$ cat src/rtl/litera_stream_cipher_pkg.sv
// Shared definitions for the rolling-key stream cipher: direction codes,
// controller states and the per-byte transform.
package litera_pkg;

  localparam logic MODE_ENC = 1'b0;
  localparam logic MODE_DEC = 1'b1;

  typedef enum logic {
    IDLE,
    BUSY
  } state_t;

  // One byte through the additive cipher; wrap-around is implied by the 8-bit result.
  function automatic logic [7:0] lane_xform(input logic [7:0] data,
                                            input logic [7:0] key,
                                            input logic       mode);
    return (mode == MODE_DEC) ? (data - key) : (data + key);
  endfunction

endpackage

$ cat src/rtl/litera_stream_cipher_if.sv
// Input and output stream of the cipher: valid/ready, data, last, and the
// per-message direction that travels with the input beat.
interface litera_stream_cipher_if #(
  parameter int LANES = 1
);

  logic               mode_i;
  logic               in_valid;
  logic               in_ready;
  logic [8*LANES-1:0] in_data;
  logic               in_last;
  logic               out_valid;
  logic               out_ready;
  logic [8*LANES-1:0] out_data;
  logic               out_last;

  // Source of input beats and sink of output beats.
  modport master (
    output mode_i, in_valid, in_data, in_last, out_ready,
    input  in_ready, out_valid, out_data, out_last
  );

  // The cipher itself.
  modport slave (
    input  mode_i, in_valid, in_data, in_last, out_ready,
    output in_ready, out_valid, out_data, out_last
  );

endinterface

$ cat src/rtl/litera_stream_cipher_key_table.sv
// Rolling key storage: one write port, LANES read ports starting at base and
// wrapping modulo KEY_LEN (KEY_LEN is a power of two, so truncation wraps).
module litera_key_table #(
  parameter  int LANES   = 1,
  parameter  int KEY_LEN = 4,
  localparam int KW      = $clog2(KEY_LEN)
) (
  input  logic                  clk,
  input  logic                  rst,
  input  logic                  wr_en,
  input  logic [KW-1:0]         wr_addr,
  input  logic [7:0]            wr_data,
  input  logic [KW-1:0]         base,
  output logic [LANES-1:0][7:0] rd_key
);

  logic [7:0] mem [KEY_LEN];

  // Key storage; clears on reset so the cipher starts as the identity.
  // NOTE: this memory is reset on purpose -- an all-zero key after reset is part of the behaviour, not a simulation convenience.
  always_ff @(posedge clk) begin
    if (rst) begin
      for (int i = 0; i < KEY_LEN; i++) mem[i] <= 8'h00;
    end else if (wr_en) begin
      mem[wr_addr] <= wr_data;
    end
  end

  // Lane j reads key[(base + j) mod KEY_LEN].
  always_comb begin
    for (int j = 0; j < LANES; j++) begin
      rd_key[j] = mem[KW'(32'(base) + 32'(j))];
    end
  end

endmodule

$ cat src/rtl/litera_stream_cipher.sv
// Streaming rolling-key additive cipher. One registered output stage gives a
// one-cycle latency at full throughput; direction is fixed per message.
module litera_stream_cipher
  import litera_pkg::*;
#(
  parameter  int LANES   = 1,
  parameter  int KEY_LEN = 4,
  localparam int KW      = $clog2(KEY_LEN)
) (
  input  logic                   clk,
  input  logic                   rst,
  litera_stream_cipher_if.slave  s,
  input  logic                   key_wr_en,
  input  logic [KW-1:0]          key_wr_addr,
  input  logic [7:0]             key_wr_data,
  output logic                   busy,
  output logic                   key_err
);

  state_t               state;
  state_t               state_next;
  logic [KW-1:0]        kidx;
  logic                 mode_q;
  logic                 eff_mode;
  logic                 in_fire;
  logic                 key_ok;
  logic [LANES-1:0][7:0] rd_key;
  logic [8*LANES-1:0]   xform;
  logic                 out_valid_q;
  logic [8*LANES-1:0]   out_data_q;
  logic                 out_last_q;

  assign s.in_ready  = !out_valid_q || s.out_ready;
  assign in_fire     = s.in_valid && s.in_ready;
  assign s.out_valid = out_valid_q;
  assign s.out_data  = out_data_q;
  assign s.out_last  = out_last_q;
  assign busy        = (state == BUSY);

  // The first beat of a message uses mode_i directly; later beats use the latched copy.
  assign eff_mode = (state == IDLE) ? s.mode_i : mode_q;

  // Key writes may not race a message: only in IDLE with no beat being accepted.
  assign key_ok = (state == IDLE) && !in_fire;

  litera_key_table #(
    .LANES   (LANES),
    .KEY_LEN (KEY_LEN)
  ) u_key_table (
    .clk     (clk),
    .rst     (rst),
    .wr_en   (key_wr_en && key_ok),
    .wr_addr (key_wr_addr),
    .wr_data (key_wr_data),
    .base    (kidx),
    .rd_key  (rd_key)
  );

  // Per-lane transform of the incoming beat.
  // NOTE: every always_comb output gets a default first so no path can leave it unassigned and infer a latch.
  always_comb begin
    xform = '0;
    for (int j = 0; j < LANES; j++) begin
      xform[8*j +: 8] = lane_xform(s.in_data[8*j +: 8], rd_key[j], eff_mode);
    end
  end

  // Message framing: BUSY between the first and the last beat.
  always_comb begin
    state_next = state;
    case (state)
      IDLE:    if (in_fire && !s.in_last) state_next = BUSY;
      BUSY:    if (in_fire &&  s.in_last) state_next = IDLE;
      default: state_next = IDLE;
    endcase
  end

  // State, key index, latched mode and key-error pulse.
  // NOTE: sequential state uses non-blocking assignments so every register samples pre-edge values.
  always_ff @(posedge clk) begin
    if (rst) begin
      state   <= IDLE;
      kidx    <= '0;
      mode_q  <= MODE_ENC;
      key_err <= 1'b0;
    end else begin
      state   <= state_next;
      key_err <= key_wr_en && !key_ok;
      if (in_fire) begin
        kidx <= s.in_last ? '0 : KW'(32'(kidx) + 32'(LANES));
        if (state == IDLE) mode_q <= s.mode_i;
      end
    end
  end

  // Registered output stage; holds its beat while the sink stalls.
  always_ff @(posedge clk) begin
    if (rst) begin
      out_valid_q <= 1'b0;
      out_data_q  <= '0;
      out_last_q  <= 1'b0;
    end else if (in_fire) begin
      out_valid_q <= 1'b1;
      out_data_q  <= xform;
      out_last_q  <= s.in_last;
    end else if (s.out_ready) begin
      out_valid_q <= 1'b0;
    end
  end

endmodule

$ cat src/flat_wrapper.sv
// flat-port wrapper written by rule: the top's interface ports become plain ports
module litera_stream_cipher_flat import litera_pkg::*;
#(
  parameter  int LANES   = 1,
  parameter  int KEY_LEN = 4,
  localparam int KW      = $clog2(KEY_LEN)
)
  (clk, rst, key_wr_en, key_wr_addr, key_wr_data, busy, key_err, s_mode_i, s_in_valid, s_in_data, s_in_last, s_out_ready, s_in_ready, s_out_valid, s_out_data, s_out_last);
  litera_stream_cipher_if #(.LANES(LANES)) s_i ();
  input  logic clk;
  input  logic rst;
  input  logic key_wr_en;
  input  logic [KW-1:0] key_wr_addr;
  input  logic [7:0] key_wr_data;
  output logic busy;
  output logic key_err;
  input wire logic [$bits(s_i.mode_i)-1:0] s_mode_i;
  input wire logic [$bits(s_i.in_valid)-1:0] s_in_valid;
  input wire logic [$bits(s_i.in_data)-1:0] s_in_data;
  input wire logic [$bits(s_i.in_last)-1:0] s_in_last;
  input wire logic [$bits(s_i.out_ready)-1:0] s_out_ready;
  output wire logic [$bits(s_i.in_ready)-1:0] s_in_ready;
  output wire logic [$bits(s_i.out_valid)-1:0] s_out_valid;
  output wire logic [$bits(s_i.out_data)-1:0] s_out_data;
  output wire logic [$bits(s_i.out_last)-1:0] s_out_last;
  assign s_i.mode_i = s_mode_i;
  assign s_i.in_valid = s_in_valid;
  assign s_i.in_data = s_in_data;
  assign s_i.in_last = s_in_last;
  assign s_i.out_ready = s_out_ready;
  assign s_in_ready = s_i.in_ready;
  assign s_out_valid = s_i.out_valid;
  assign s_out_data = s_i.out_data;
  assign s_out_last = s_i.out_last;
  litera_stream_cipher #(.LANES(LANES), .KEY_LEN(KEY_LEN)) u_core (.clk(clk), .rst(rst), .s(s_i), .key_wr_en(key_wr_en), .key_wr_addr(key_wr_addr), .key_wr_data(key_wr_data), .busy(busy), .key_err(key_err));
endmodule
$ cat config.mk
export PLATFORM = sky130hd
export DESIGN_NAME = litera_stream_cipher_flat
export DESIGN_NICKNAME = d
export VERILOG_FILES = /design/src/rtl/litera_stream_cipher_pkg.sv /design/src/rtl/litera_stream_cipher_if.sv /design/src/rtl/litera_stream_cipher_key_table.sv /design/src/rtl/litera_stream_cipher.sv /design/src/flat_wrapper.sv
export SDC_FILE = /design/constraint.sdc
export NUM_CORES = 1
export LEC_CHECK = 0
export CORE_MARGIN = 3
export CORE_UTILIZATION = 45
export DETAILED_ROUTE_END_ITERATION = 10
export GPL_TIMING_DRIVEN = 0
export PLACE_DENSITY = 0.78
export SLEW_MARGIN = 20
export SYNTH_ARGS = -nofsm -noshare
export SYNTH_HDL_FRONTEND = slang
export SYNTH_SLANG_ARGS = --single-unit
$ cat constraint.sdc
create_clock -name clk -period 3.3 [get_ports clk]
set_clock_uncertainty 0.1 [all_clocks]
set_input_delay 0.33 -clock clk [delete_from_list [all_inputs] [get_ports clk]]
set_output_delay 0.33 -clock clk [all_outputs]
set_load 0.01 [all_outputs]
==> metrics.cfg <==
[worst_setup_path]
cp-end-kind = flop
crit_family = compound AO/OA/AOI/OAI gates
critical_path_buf_inv_count = 2
path_depth = 13
path_cells = buf_6 > mux4_2 > inv_1 > ha_1 > nor2_1 > xnor2_1 > ha_1 > a21o_1 > a21oi_1 > o21bai_1 > a21oi_1 > or4_1 > nand3_1
crit_fanout = 8
regToRegSetupSlack_ps = 250
cp.arrival_ps = 3150
r2r_cells = 13
crit_path_max_incr_delay_ps = 590
reg2reg_to = u_core.s.out_data[6]
cp-start-kind = flop
cp_data_required_time_ps = 3400
critPathSlowestCell = mux4_2
endpoint = u_core.s.out_data[6]
critPathKind = reg -> reg

[cells_and_area]
layout_common_cells = clkdlybuf4s50_1, and2_1, edfxtp_1
fillers = 415
ff_latch_area_mm2 = 0.001301
diodes = 0
nNetsFinal = 279
drive_gt1_frac = 0.1016
multi_input_area_mm2 = 0.001086
instances_no_fill = 316
final_common_cell = clkdlybuf4s50_1
synthToLayoutAreaGrowth_pct = 22.83

[global_routing]
grt_max_degree = 19
grt_pass1_vias = 1568
grt_usage = 0.1542
grt_first_pass_wirelength_um = 7362
grt_overflow = 0
antenna_found_initial = 0

[logic_synthesis]
yosys.area_share.simple = 0.1895
synth_mux_area_frac = 0.09142
synthXorXnorAreaFrac = 0.04290
synth.distinct_cells = 39
seq_area_frac_synth = 0.5312
synth_top_family_by_area = simple AND/OR/NAND/NOR gates
synth_compound_area_frac = 0.06895
synth_fa_ha_area_frac = 0.04903
ys_warn_count = 0
syn_inst = 201
ys_ff_latch = 49
synth_nets = 235
avgSynthCellArea_um2 = 12.19
synth_area_mm2 = 0.002450

[floorplanning]
die_w_um = 79.79
start_util = 0.4736
ios = 38
rows = 26
coreArea_mm2 = 0.005172
dieArea_mm2 = 0.006366
die_h_um = 79.79

[sta]
fin_ws_ps = 253.5
slew_headroom = 0.3554
whs_ps = 355.1
max_slew.worst_pin.slew_ps = 964.8
fmax_mhz = 328.2
fin_crit_ps = 3047
rsz0062_at_grt = no
fin_crit_sh = 0.9232
drv_slew = 0
setup_violations = 0
hold_viol = 0

[placement]
dpl_worst_slack_ps = -62.70
dp.cells = 308
place_congestion = 0.7599
numPortBuffers = 37
dp_hpwl_um = 3409

[run]
drv_cap = 0

[routing]
firstDrtPassIters = 4
wire_per_inst_um = 14.64
vias_per_cell = 5.123
drt_iter0_markers = 91
route.detailed.drc = 0
ant_nets = 0
num_vias = 1619
wl_um = 4625

[clock_tree]
cts_resized = 0
cts_max_level = 2
clk_pin_slew_ps = 90
clk_latency_ps = 310
cts_hold_buf = 0
cts_setup_buffers = 0
clk_path_buf_depth = 2
cts.sinks = 49
clockRootBuffer = clkbuf_8
numCtsBuffers = 5
cts_tree = done

[power_and_ir_drop]
power_w = 0.001420
ir_drop_mv = 0.3342
p_leak_nw = 1.108
power_density_mw_per_mm2 = 472.0

[outcome]
status = completed

[hold_path]
holdPathStages = 2
hp-class = reg -> reg

-- area by class of cell --
class / count / area share
Clock inverter: 3 / 0.009563
Inverter: 6 / 0.007484
Sequential cell: 49 / 0.4324
Buffer: 7 / 0.01455
Clock buffer: 5 / 0.02287
Timing Repair Buffer: 37 / 0.1231
Tap cell: 70 / 0.02911
Multi-Input combinational cell: 139 / 0.3609
-- where the power goes --
group | internal [W] | switching [W]
Sequential | 0.000695 | 0.0000169
Combinational | 0.000169 | 0.000159
Clock | 0.000159 | 0.000222
-- state kept, by name, summed over array words and instances (netlist names), named ones only --
name                    count
u_core.key_err              1
u_core.kidx                 2
u_core.mode_q               1
u_core.s.out_data           8
u_core.s.out_last           1
u_core.s.out_valid          1
u_core.u_key_table.mem     32
-- synthesized netlist by cell type, drive strengths merged --
| master | instances | area, um^2 |
|---|---|---|
| nor2 | 12 | 45.04 |
| nor4b | 1 | 8.760 |
| or2 | 3 | 18.77 |
| or3 | 1 | 6.260 |
| and2 | 33 | 206.5 |
| a211oi | 3 | 27.52 |
| nand2b | 2 | 12.51 |
| nand3 | 2 | 10.01 |
| o21ai | 2 | 10.01 |
| mux2 | 1 | 15.01 |
| ha | 8 | 100.1 |
| o21bai | 1 | 7.510 |
| mux2i | 1 | 10.01 |
| nor3 | 7 | 40.04 |
| dfxtp | 17 | 340.3 |
| mux4 | 8 | 198.9 |
| a41oi | 1 | 8.760 |
| a31oi | 1 | 6.260 |
| a41o | 1 | 10.01 |
| fa | 1 | 20.02 |
| xor2 | 1 | 8.760 |
| nand4b | 1 | 8.760 |
| nor4 | 1 | 21.27 |
| a21o | 2 | 15.01 |
| buf | 1 | 11.26 |
| a21oi | 16 | 83.83 |
| nor3b | 3 | 22.52 |
| clkbuf | 6 | 32.53 |
| or4 | 1 | 7.510 |
| edfxtp | 32 | 960.9 |
| nand3b | 1 | 7.510 |
| xnor2 | 11 | 96.34 |
| nand2 | 13 | 48.80 |
| inv | 6 | 22.52 |
-- layer usage --
metal  wire (um)  up-vias  track usage  share of wire
met3         210        6      0.03273          0.045
li1            -      811            -              -
met2        2442       41       0.2846           0.53
met4          54        0      0.05405          0.012
met5           0        -            0              0
met1        1917      761       0.1744           0.41
-- how the worst min path moves through the flow --
stage	start	end	slack, ps
6_report	u_core.s.out_data[3]	u_core.s.out_data[3]	360
5_1_grt	u_core.s.out_data[4]	u_core.s.out_data[4]	380
4_1_cts	u_core.s.out_data[3]	u_core.s.out_data[3]	360
3_5_place_dp	u_core.s.out_data[3]	u_core.s.out_data[3]	340
3_3_place_gp	u_core.s.out_data[4]	u_core.s.out_data[4]	340
2_1_floorplan	s_in_valid	u_core.s.out_valid	360
-- kinds of logic after synthesis --
family          Yosys count
mux                      10
fa+ha+maj                 9
buf+inv                  13
flops                    49
compound gates           27
xor+xnor                 12
simple gates             81
-- metrics by stage --
step	utilization	area [um^2]	setup TNS, ps
2_1_floorplan	-	2450	0
3_3_place_gp	0.5622	2908	0
3_5_place_dp	0.5622	2908	-567.5
4_1_cts	0.5810	3005	0
5_1_grt	0.5818	3009	0
6_report	0.5818	3009	0
-- worst reg2reg max path, delay by kind of cell (launching register included) --
family | cells | cell delay [ps]
xor+xnor | 1 | 130
mux | 1 | 590
simple gates | 3 | 280
flops | 1 | 330
fa+ha+maj | 2 | 540
compound gates | 4 | 740
buf+inv | 2 | 250
Power figures use the tool's default switching activity.
